**src/rtl/seq_pkg.sv**
```systemverilog
// Shared definitions for the serial sequence generator and its companion detector.
package seq_pkg;

  localparam int DEFAULT_WIDTH = 8;

  // Pattern the detector searches for; the generator bench uses it for loopback checks.
  localparam logic [4:0] PATTERN = 5'b10010;

  typedef enum logic [3:0] {
    IDLE  = 4'b0001,
    SHIFT = 4'b0010,
    GAP   = 4'b0100,
    DONE  = 4'b1000
  } state_e;

endpackage

```
**src/rtl/sequence_generator_if.sv**
```systemverilog
// Control and serial-stream signals of the sequence generator.
interface sequence_generator_if #(
  parameter int WIDTH = seq_pkg::DEFAULT_WIDTH
);
  logic             button;
  logic [WIDTH-1:0] switch;
  logic [1:0]       rep;
  logic             serial_out;
  logic             bit_valid;
  logic             busy;
  logic             done;
  logic             led;

  modport master (
    output button, switch, rep,
    input  serial_out, bit_valid, busy, done, led
  );

  modport slave (
    input  button, switch, rep,
    output serial_out, bit_valid, busy, done, led
  );
endinterface

```
**src/rtl/button_edge.sv**
```systemverilog
// Registers a level button and flags its rising edge, so a held button starts only once.
module button_edge (
  input  logic clk,
  input  logic rst,
  input  logic button,
  output logic start
);

  logic btn_q;
  logic btn_d;

  always_comb begin
    btn_d = button;
  end

  always_ff @(posedge clk or posedge rst) begin
    if (rst) begin
      btn_q <= 1'b0;
    end else begin
      btn_q <= btn_d;
    end
  end

  assign start = button & ~btn_q;

endmodule

```
**src/rtl/sequence_generator.sv**
```systemverilog
// Snapshots a switch word on a button press and shifts it out MSB first,
// one bit per BIT_DIV clocks, repeated rep+1 times with idle gaps between frames.
module sequence_generator
  import seq_pkg::*;
#(
  parameter int WIDTH      = DEFAULT_WIDTH,
  parameter int BIT_DIV    = 4,
  parameter int GAP_CYCLES = 3
) (
  input  logic                 clk,
  input  logic                 rst,
  sequence_generator_if.slave  bus
);

  localparam int DIV_W = $clog2(BIT_DIV) + 1;
  localparam int CNT_W = $clog2(WIDTH) + 1;
  localparam int GAP_W = $clog2(GAP_CYCLES) + 1;

  localparam logic [DIV_W-1:0] DIV_LAST = DIV_W'(BIT_DIV - 1);
  localparam logic [CNT_W-1:0] BIT_LAST = CNT_W'(WIDTH - 1);
  localparam logic [GAP_W-1:0] GAP_LAST = GAP_W'(GAP_CYCLES - 1);

  state_e           state_q, state_d;
  logic [WIDTH-1:0] sh_q, sh_d;
  logic [WIDTH-1:0] word_q, word_d;
  logic [1:0]       frames_left_q, frames_left_d;
  logic [CNT_W-1:0] bit_cnt_q, bit_cnt_d;
  logic [DIV_W-1:0] div_cnt_q, div_cnt_d;
  logic [GAP_W-1:0] gap_cnt_q, gap_cnt_d;

  logic serial_out_q, serial_out_d;
  logic bit_valid_q, bit_valid_d;
  logic busy_q, busy_d;
  logic done_q, done_d;
  logic led_q, led_d;

  logic start;

  button_edge u_button_edge (
    .clk    (clk),
    .rst    (rst),
    .button (bus.button),
    .start  (start)
  );

  // Next-state and next-output logic; outputs are registered from the next state.
  always_comb begin
    state_d       = state_q;
    sh_d          = sh_q;
    word_d        = word_q;
    frames_left_d = frames_left_q;
    bit_cnt_d     = bit_cnt_q;
    div_cnt_d     = div_cnt_q;
    gap_cnt_d     = gap_cnt_q;
    bit_valid_d   = 1'b0;
    done_d        = 1'b0;
    led_d         = led_q;

    if (start) begin
      // A press in any state restarts from a fresh snapshot and drops the old transfer.
      state_d       = SHIFT;
      sh_d          = bus.switch;
      word_d        = bus.switch;
      frames_left_d = bus.rep;
      bit_cnt_d     = '0;
      div_cnt_d     = '0;
      gap_cnt_d     = '0;
      bit_valid_d   = 1'b1;
      led_d         = 1'b0;
    end else begin
      case (state_q)
        IDLE: begin
          state_d = IDLE;
        end

        SHIFT: begin
          if (div_cnt_q == DIV_LAST) begin
            div_cnt_d = '0;
            if (bit_cnt_q == BIT_LAST) begin
              if (frames_left_q != 2'd0) begin
                state_d   = GAP;
                gap_cnt_d = '0;
              end else begin
                state_d = DONE;
                done_d  = 1'b1;
                led_d   = 1'b1;
              end
            end else begin
              sh_d        = sh_q << 1;
              bit_cnt_d   = bit_cnt_q + 1'b1;
              bit_valid_d = 1'b1;
            end
          end else begin
            div_cnt_d = div_cnt_q + 1'b1;
          end
        end

        GAP: begin
          if (gap_cnt_q == GAP_LAST) begin
            state_d       = SHIFT;
            sh_d          = word_q;
            frames_left_d = frames_left_q - 2'd1;
            bit_cnt_d     = '0;
            div_cnt_d     = '0;
            gap_cnt_d     = '0;
            bit_valid_d   = 1'b1;
          end else begin
            gap_cnt_d = gap_cnt_q + 1'b1;
          end
        end

        DONE: begin
          state_d = IDLE;
        end

        default: begin
          state_d = IDLE;
        end
      endcase
    end

    serial_out_d = (state_d == SHIFT) & sh_d[WIDTH-1];
    busy_d       = (state_d != IDLE);
  end

  always_ff @(posedge clk or posedge rst) begin
    if (rst) begin
      state_q       <= IDLE;
      sh_q          <= '0;
      word_q        <= '0;
      frames_left_q <= '0;
      bit_cnt_q     <= '0;
      div_cnt_q     <= '0;
      gap_cnt_q     <= '0;
    end else begin
      state_q       <= state_d;
      sh_q          <= sh_d;
      word_q        <= word_d;
      frames_left_q <= frames_left_d;
      bit_cnt_q     <= bit_cnt_d;
      div_cnt_q     <= div_cnt_d;
      gap_cnt_q     <= gap_cnt_d;
    end
  end

  always_ff @(posedge clk or posedge rst) begin
    if (rst) begin
      serial_out_q <= 1'b0;
      bit_valid_q  <= 1'b0;
      busy_q       <= 1'b0;
      done_q       <= 1'b0;
      led_q        <= 1'b0;
    end else begin
      serial_out_q <= serial_out_d;
      bit_valid_q  <= bit_valid_d;
      busy_q       <= busy_d;
      done_q       <= done_d;
      led_q        <= led_d;
    end
  end

  assign bus.serial_out = serial_out_q;
  assign bus.bit_valid  = bit_valid_q;
  assign bus.busy       = busy_q;
  assign bus.done       = done_q;
  assign bus.led        = led_q;

endmodule
```
**src/flat_wrapper.sv**
```systemverilog
// flat-port wrapper written by rule: the top's interface ports become plain ports
module sequence_generator_flat import seq_pkg::*;
#(
  parameter int WIDTH      = DEFAULT_WIDTH,
  parameter int BIT_DIV    = 4,
  parameter int GAP_CYCLES = 3
)
  (clk, rst, bus_button, bus_switch, bus_rep, bus_serial_out, bus_bit_valid, bus_busy, bus_done, bus_led);
  sequence_generator_if #(.WIDTH(WIDTH)) bus_i ();
  input  logic clk;
  input  logic rst;
  input wire logic [$bits(bus_i.button)-1:0] bus_button;
  input wire logic [$bits(bus_i.switch)-1:0] bus_switch;
  input wire logic [$bits(bus_i.rep)-1:0] bus_rep;
  output wire logic [$bits(bus_i.serial_out)-1:0] bus_serial_out;
  output wire logic [$bits(bus_i.bit_valid)-1:0] bus_bit_valid;
  output wire logic [$bits(bus_i.busy)-1:0] bus_busy;
  output wire logic [$bits(bus_i.done)-1:0] bus_done;
  output wire logic [$bits(bus_i.led)-1:0] bus_led;
  assign bus_i.button = bus_button;
  assign bus_i.switch = bus_switch;
  assign bus_i.rep = bus_rep;
  assign bus_serial_out = bus_i.serial_out;
  assign bus_bit_valid = bus_i.bit_valid;
  assign bus_busy = bus_i.busy;
  assign bus_done = bus_i.done;
  assign bus_led = bus_i.led;
  sequence_generator #(.WIDTH(WIDTH), .BIT_DIV(BIT_DIV), .GAP_CYCLES(GAP_CYCLES)) u_core (.clk(clk), .rst(rst), .bus(bus_i));
endmodule
```
**config.mk**
```make
export PLATFORM = sky130hd
export DESIGN_NAME = sequence_generator_flat
export DESIGN_NICKNAME = d
export VERILOG_FILES = /design/src/rtl/seq_pkg.sv /design/src/rtl/sequence_generator_if.sv /design/src/rtl/button_edge.sv /design/src/rtl/sequence_generator.sv /design/src/flat_wrapper.sv
export SDC_FILE = /design/constraint.sdc
export NUM_CORES = 1
export LEC_CHECK = 0
export CAP_MARGIN = 10
export CORE_UTILIZATION = 40
export CTS_BUF_LIST = sky130_fd_sc_hd__clkbuf_8
export DETAILED_ROUTE_END_ITERATION = 6
export PLACE_DENSITY = 0.71
export SKIP_CTS_REPAIR_TIMING = 1
export SLEW_MARGIN = 20
export SYNTH_ARGS = -nofsm -noshare
export SYNTH_HDL_FRONTEND = slang
export SYNTH_SLANG_ARGS = --single-unit
export TNS_END_PERCENT = 30
```
**constraint.sdc**
```tcl
create_clock -name clk -period 2.1 [get_ports clk]
set_input_delay 0.315 -clock clk [delete_from_list [all_inputs] [get_ports clk]]
set_output_delay 0.315 -clock clk [all_outputs]
set_load 0.02 [all_outputs]
```
# == Yosys cells after proc, flatten, opt, wreduce, memory -nomap -nowiden ==
# Index checks and enable logic that the tools add are counted.
# totals
ff_bits,38
input_bits,13
# op_classes
n_eq_ne,13
reduce_logical,12
addsub,4
n_bitwise,3
muxes,44
# op_table
op,n
$mux 4,9
$mux 8,4
$mux 3,8
$pmux 4 s2,2
$pmux 8 s2,1
$mux 1,14
$ne 3x1->1 const B,4
$pmux 3 s2,2
$reduce_and 4->1,3
$reduce_bool 2->1,6
$eq 4x2->1 const B,2
$eq 4x3->1 const B,2
$add 3x1->3 const B,2
$eq 3x2->1 const B,2
$mux 2,3
$add 4x1->4 const B,1
$ne 4x1->1 const B,1
$reduce_and 2->1,2
$ne 3x2->1 const B,1
$reduce_bool 3->1,1
$and 1x1->1,2
$ne 2x1->1 const B,1
$pmux 1 s2,1
$sub 2x1->2 const B,1
$not 1->1,1

# == Depth between registers and ports, before layout ==
# logic_depth
depth_word,8
depth_mapped,6
mapped_depth_nobuf,5

# == Cells and area by module ==
# Synthesis repeated with hierarchy kept, for this count alone.
# hier_totals
cells_unflattened,168
area_unflattened_um2,1831.8
# modules_own_cells
mod,cells_per_inst,area_each_um2,instances
sequence_generator,165,1789.2,1
button_edge,3,42.5,1

# == Worst setup path before layout ==
# Ideal clock, no wire load.
# synth_path
path_kind,flip-flop to flip-flop
start,reg u_core.state_q[3]
end,reg u_core.gap_cnt_q[2]
arrival_ns,1.973
synth_period_minus_slack_ns,2.094
t_required_ns,1.979
path_stages_with_launch,6
slack_ns,0.006
path_buffers,1
path_cell_list,dfrtp_1 -> or4b_1 -> buf_2 -> or4_4 -> a22o_1 -> a22o_1
# synth_via
elab_chain_cells,3
word_cells_on_any_way,9
# synth_lines
item,line,text
start: declaration,sequence_generator.sv:23,"state_e state_q, state_d;"
start signal: assignment,sequence_generator.sv:136,state_q <= state_d;
$eq 4x2->1 or $eq 4x3->1 (tied branches),sequence_generator.sv:71,case (state_q)
$ne 3x1->1 (no line) (tied with other cells),--,
$reduce_and 4->1 (no line) or $mux 3 (tied branches),--,
end signal: assignment,sequence_generator.sv:142,gap_cnt_q <= gap_cnt_d;
end: declaration,sequence_generator.sv:29,"logic [GAP_W-1:0] gap_cnt_q, gap_cnt_d;"
# Parallel ways exist; a longest one is shown, timed or not.
# A chain may end at the register's enable or synchronous reset.

# == Worst setup path after layout ==
# layout_path
start,reg u_core.state_q[0]
end,reg u_core.gap_cnt_q[2]
# Same word-level chain as after synthesis.

==> impl.org <==
** Worst setup path
- Cell at the slowest stage of the critical path :: sky130_fd_sc_hd__or4b_1
- By startpoint and endpoint, the worst setup path is classified as flip-flop to flip-flop.
- Of all nets on the critical path, the largest fanout is 5.
- The worst setup path is launched from a flip-flop.
- Traced cell by cell, the critical path runs through or4b_1, or4_4, a22o_1, a22o_1.
- Among the stages of the critical path, the cell type that occurs most often is sky130_fd_sc_hd__a22o_1.
- On the worst path, the slowest cell contributes a delay of 0.56 ns.
- The critical path contains buffers and inverters numbering 0 combined.
- STA classifies the critical path endpoint as a flip-flop.
- At the worst endpoint, the arrival time is 2.23 ns.
- Logic depth of the worst register-to-register path :: 4
- Category of cells accounting for the largest share of critical-path delay :: simple AND/OR/NAND/NOR gates
- Counting buffers and inverters, the worst setup path is 4 cells deep.
- Worst path required time :: 2.28 ns

** Cells and area
- Area of the multi-input gates :: 833.3 sq um
- Once layout is complete, the utilization of the core stands at 51.08%.
- Cell area after layout :: 2240 sq um
- Storage cell area :: 952.2 sq um
- For this run, the post-layout net count is 242.
- Leaving out fill and tap cells, the most frequent cell in the layout is sky130_fd_sc_hd__nand2_1.
- The post-route netlist has 12.78% of its cells at a drive strength greater than 1.
- Compared with the post-synthesis result, the final layout area differs by 21.85%.
- Fin cells :: 279
- In the layout the commonest cells are sky130_fd_sc_hd__nand2_1, sky130_fd_sc_hd__dfrtp_1, sky130_fd_sc_hd__nor2_1.
- 0 antenna diodes ended up in the layout.
- Fill cells in the final layout number 411.

** Timing
- Hold Fails Final Rpt :: 0
- Max frequency :: 0.4893 GHz
- In this run the tightest slew margin relative to its limit is 68.06%.
- The worst path uses 97.31% of the clock period.
- Setup slack on the critical path of the routed design comes to 0.05643 ns.
- Total Neg Setup Slack :: 0 ns
- Final hold slack :: 0.4252 ns
- Setup repair after global routing missed its margin :: no
- Pin slew with the least headroom to its limit :: 0.4791 ns
- Maximum clock skew at final layout :: 0.005250 ns
- Subtracting the final worst setup slack from the clock period gives 2.044 ns.
- The number of pins exceeding their max-slew limit in the final report is 0.
- Final setup violation count :: 0

** Routing
- DRC violations left :: 0
- In this run the remaining antenna-violating nets after routing total 0.
- Before antenna repair, the detailed router went through 4 iterations.
- The final layout contains routed wiring with a total length of 3.973 mm.
- Mean number of vias per cell :: 5.530
- Overall via count from detail_route :: 1543
- After detailed routing, the average wire length per cell comes to 14.24 um.
- The detailed router finished its first iteration with 87 violations.

** Clocking
- The H-tree was split into 2 levels.
- The tree is rooted in a sky130_fd_sc_hd__clkbuf_8.
- Clock-pin slew of the registers on the worst-case setup and hold paths :: 0.08 ns
- Clk Latency, worst-skew pair :: 0.29 ns
- Counting every sink on the clock net gives 38.
- Deepest clock path buffer count :: 2
- TritonCTS created 5 clock buffers.
- TritonCTS built the clock tree.

** Floorplan
- Die boundary width :: 69.79 um
- Floorplan core area :: 4384 sq um
- Placement Rows :: 24
- The initial utilization of the core area, before any placement, comes to 41.92%.
- Area of the die :: 4870 sq um
- 18 I/O pins were placed.
- Die Y-Extent :: 69.79 um

** Synthesis
- In this run, distinct cell masters in the synthesized netlist total 39.
- Synth warnings :: 0
- Counting every instance in the synthesized netlist gives 198.
- The cell area that synthesis handed to floorplanning was 1838 sq um.
- The top cell type by area accounts for 50.37% of the synthesized area.
- Async S/R FF share, synth :: 100.0%
- Total nets after synthesis :: 214
- Sequential cell area fraction in the yosys report :: 51.80%
- The synthesized design contains 0 enable-type register cells.
- Among all flip-flop cells after synthesis, the most frequent one is sky130_fd_sc_hd__dfrtp_1.
- Cell types with the largest area share after synthesis :: sky130_fd_sc_hd__dfrtp_1, sky130_fd_sc_hd__nand2_1, sky130_fd_sc_hd__nor2_1
- The synthesized design contains 38 register bits.
- The biggest area contributor in the post-synthesis netlist is sky130_fd_sc_hd__dfrtp_1.
- The average instance in the mapped netlist occupies 9.283 sq um.

** Hold path
- Min-delay worst type :: input pin to async pin

** Placed design
- Instance area at placement :: 2148 sq um
- Placed Cells :: 271
- Number of I/O port buffers :: 17
- Worst slack after detailed placement :: 0.07561 ns
- The wire-length estimate of the detail-placed layout is 2.843 mm.
- At the end of routability-driven placement, the weighted congestion stood at 0.8290.

** Pwr
- VDD sags by at most 0.4733 mV.
- Power density over the cells :: 689.0 nW/um^2
- Total power for the finished layout comes to 1.543 mW.
- In this run the static leakage power is 1.003 nW.

** Run
- The tool flagged a number of max-cap violations equal to 0.

** Global route
- Antenna violations before repair :: 0
- The first global-routing pass estimated 7.238 mm of wire.
- The number of global-route vias before repair is 1565.
- Pin count of the biggest net entering global routing :: 39
- For this run the aggregate overflow at the end of global routing stands at 0.
- Overall track demand over capacity in global routing :: 18.56%

** Outcome
- The run finished with clean final reports.
## cell type report
cell class,count,area share (%)
Timing Repair Buffer,31,12.29
Tap cell,52,2.905
Clock buffer,6,3.687
Clock inverter,2,0.3911
Inverter,6,1.006
Sequential cell,38,42.51
Multi-Input combinational cell,144,37.21
## cells by family after synthesis
kind of cell | after synthesis | share of synthesized area [%]
multiplexers | 4 | 2.178
AND/OR/NAND/NOR | 97 | 26.00
adder cells (fa/ha/maj) | 3 | 2.042
AO/OA/AOI/OAI | 39 | 14.16
buffers and inverters | 16 | 3.335
XOR/XNOR | 1 | 0.4766
flip-flops | 38 | 51.80
## worst min-delay path: stages
cell and delay [ns]:
sky130_fd_sc_hd__clkdlybuf4s50_1 0.39, sky130_fd_sc_hd__inv_1 0.05, sky130_fd_sc_hd__buf_4 0.40
## power by group
group,total (mW),switching (mW),internal [mW]
logic,0.197,0.104,0.0923
clock network,0.519,0.259,0.260
registers,0.827,0.0338,0.793
total,1.54,0.397,1.15
## registers in the layout, summed over array words and instances (netlist names)
register,flops
u_core.bus.serial_out,1
u_core.bus.done,1
u_core.word_q,8
u_core.u_button_edge.btn_q,1
u_core.div_cnt_q,3
u_core.state_q,4
u_core.bus.busy,1
u_core.frames_left_q,2
u_core.bus.led,1
u_core.bit_cnt_q,4
u_core.gap_cnt_q,3
u_core.bus.bit_valid,1
u_core.sh_q,8
## metal layers
layer | track usage, % | share of wire (%) | vias to the layer above
met5 | 0 | 0 | -
li1 | - | - | 751
met2 | 30.56 | 48 | 38
met1 | 24.95 | 46 | 749
met4 | 4.667 | 1.0 | 0
met3 | 3.924 | 4.2 | 5
## Yosys cell counts, types with 2 or more instances
cell                       number
sky130_fd_sc_hd__a211oi_1       2
sky130_fd_sc_hd__a21oi_1        8
sky130_fd_sc_hd__a22o_1         2
sky130_fd_sc_hd__a31oi_1        4
sky130_fd_sc_hd__a32oi_1        6
sky130_fd_sc_hd__and2_1         4
sky130_fd_sc_hd__clkbuf_1       9
sky130_fd_sc_hd__dfrtp_1       37
sky130_fd_sc_hd__ha_1           3
sky130_fd_sc_hd__inv_1          6
sky130_fd_sc_hd__mux2i_1        4
sky130_fd_sc_hd__nand2_1       42
sky130_fd_sc_hd__nand2b_1       3
sky130_fd_sc_hd__nand3_1        9
sky130_fd_sc_hd__nand4_1        2
sky130_fd_sc_hd__nor2_1        19
sky130_fd_sc_hd__nor2b_1        2
sky130_fd_sc_hd__nor4b_1        2
sky130_fd_sc_hd__o211ai_1       6
sky130_fd_sc_hd__o21ai_0        8
sky130_fd_sc_hd__or3_1          2
## path summary, 6_finish.rpt
kind / start / end / slack [ns]
min in group clk: u_core.word_q[5] / u_core.word_q[5] / 0.48
setup / recovery: u_core.state_q[0] / u_core.gap_cnt_q[2] / 0.06
max in group asynchronous: rst / u_core.state_q[0] / 1.33
hold / removal: rst / u_core.u_button_edge.btn_q / 0.43
hold reg to reg: u_core.word_q[5] / u_core.word_q[5] / 0.48
setup reg to reg: u_core.state_q[0] / u_core.gap_cnt_q[2] / 0.06
No activity file was read; power rests on OpenSTA's default activity.
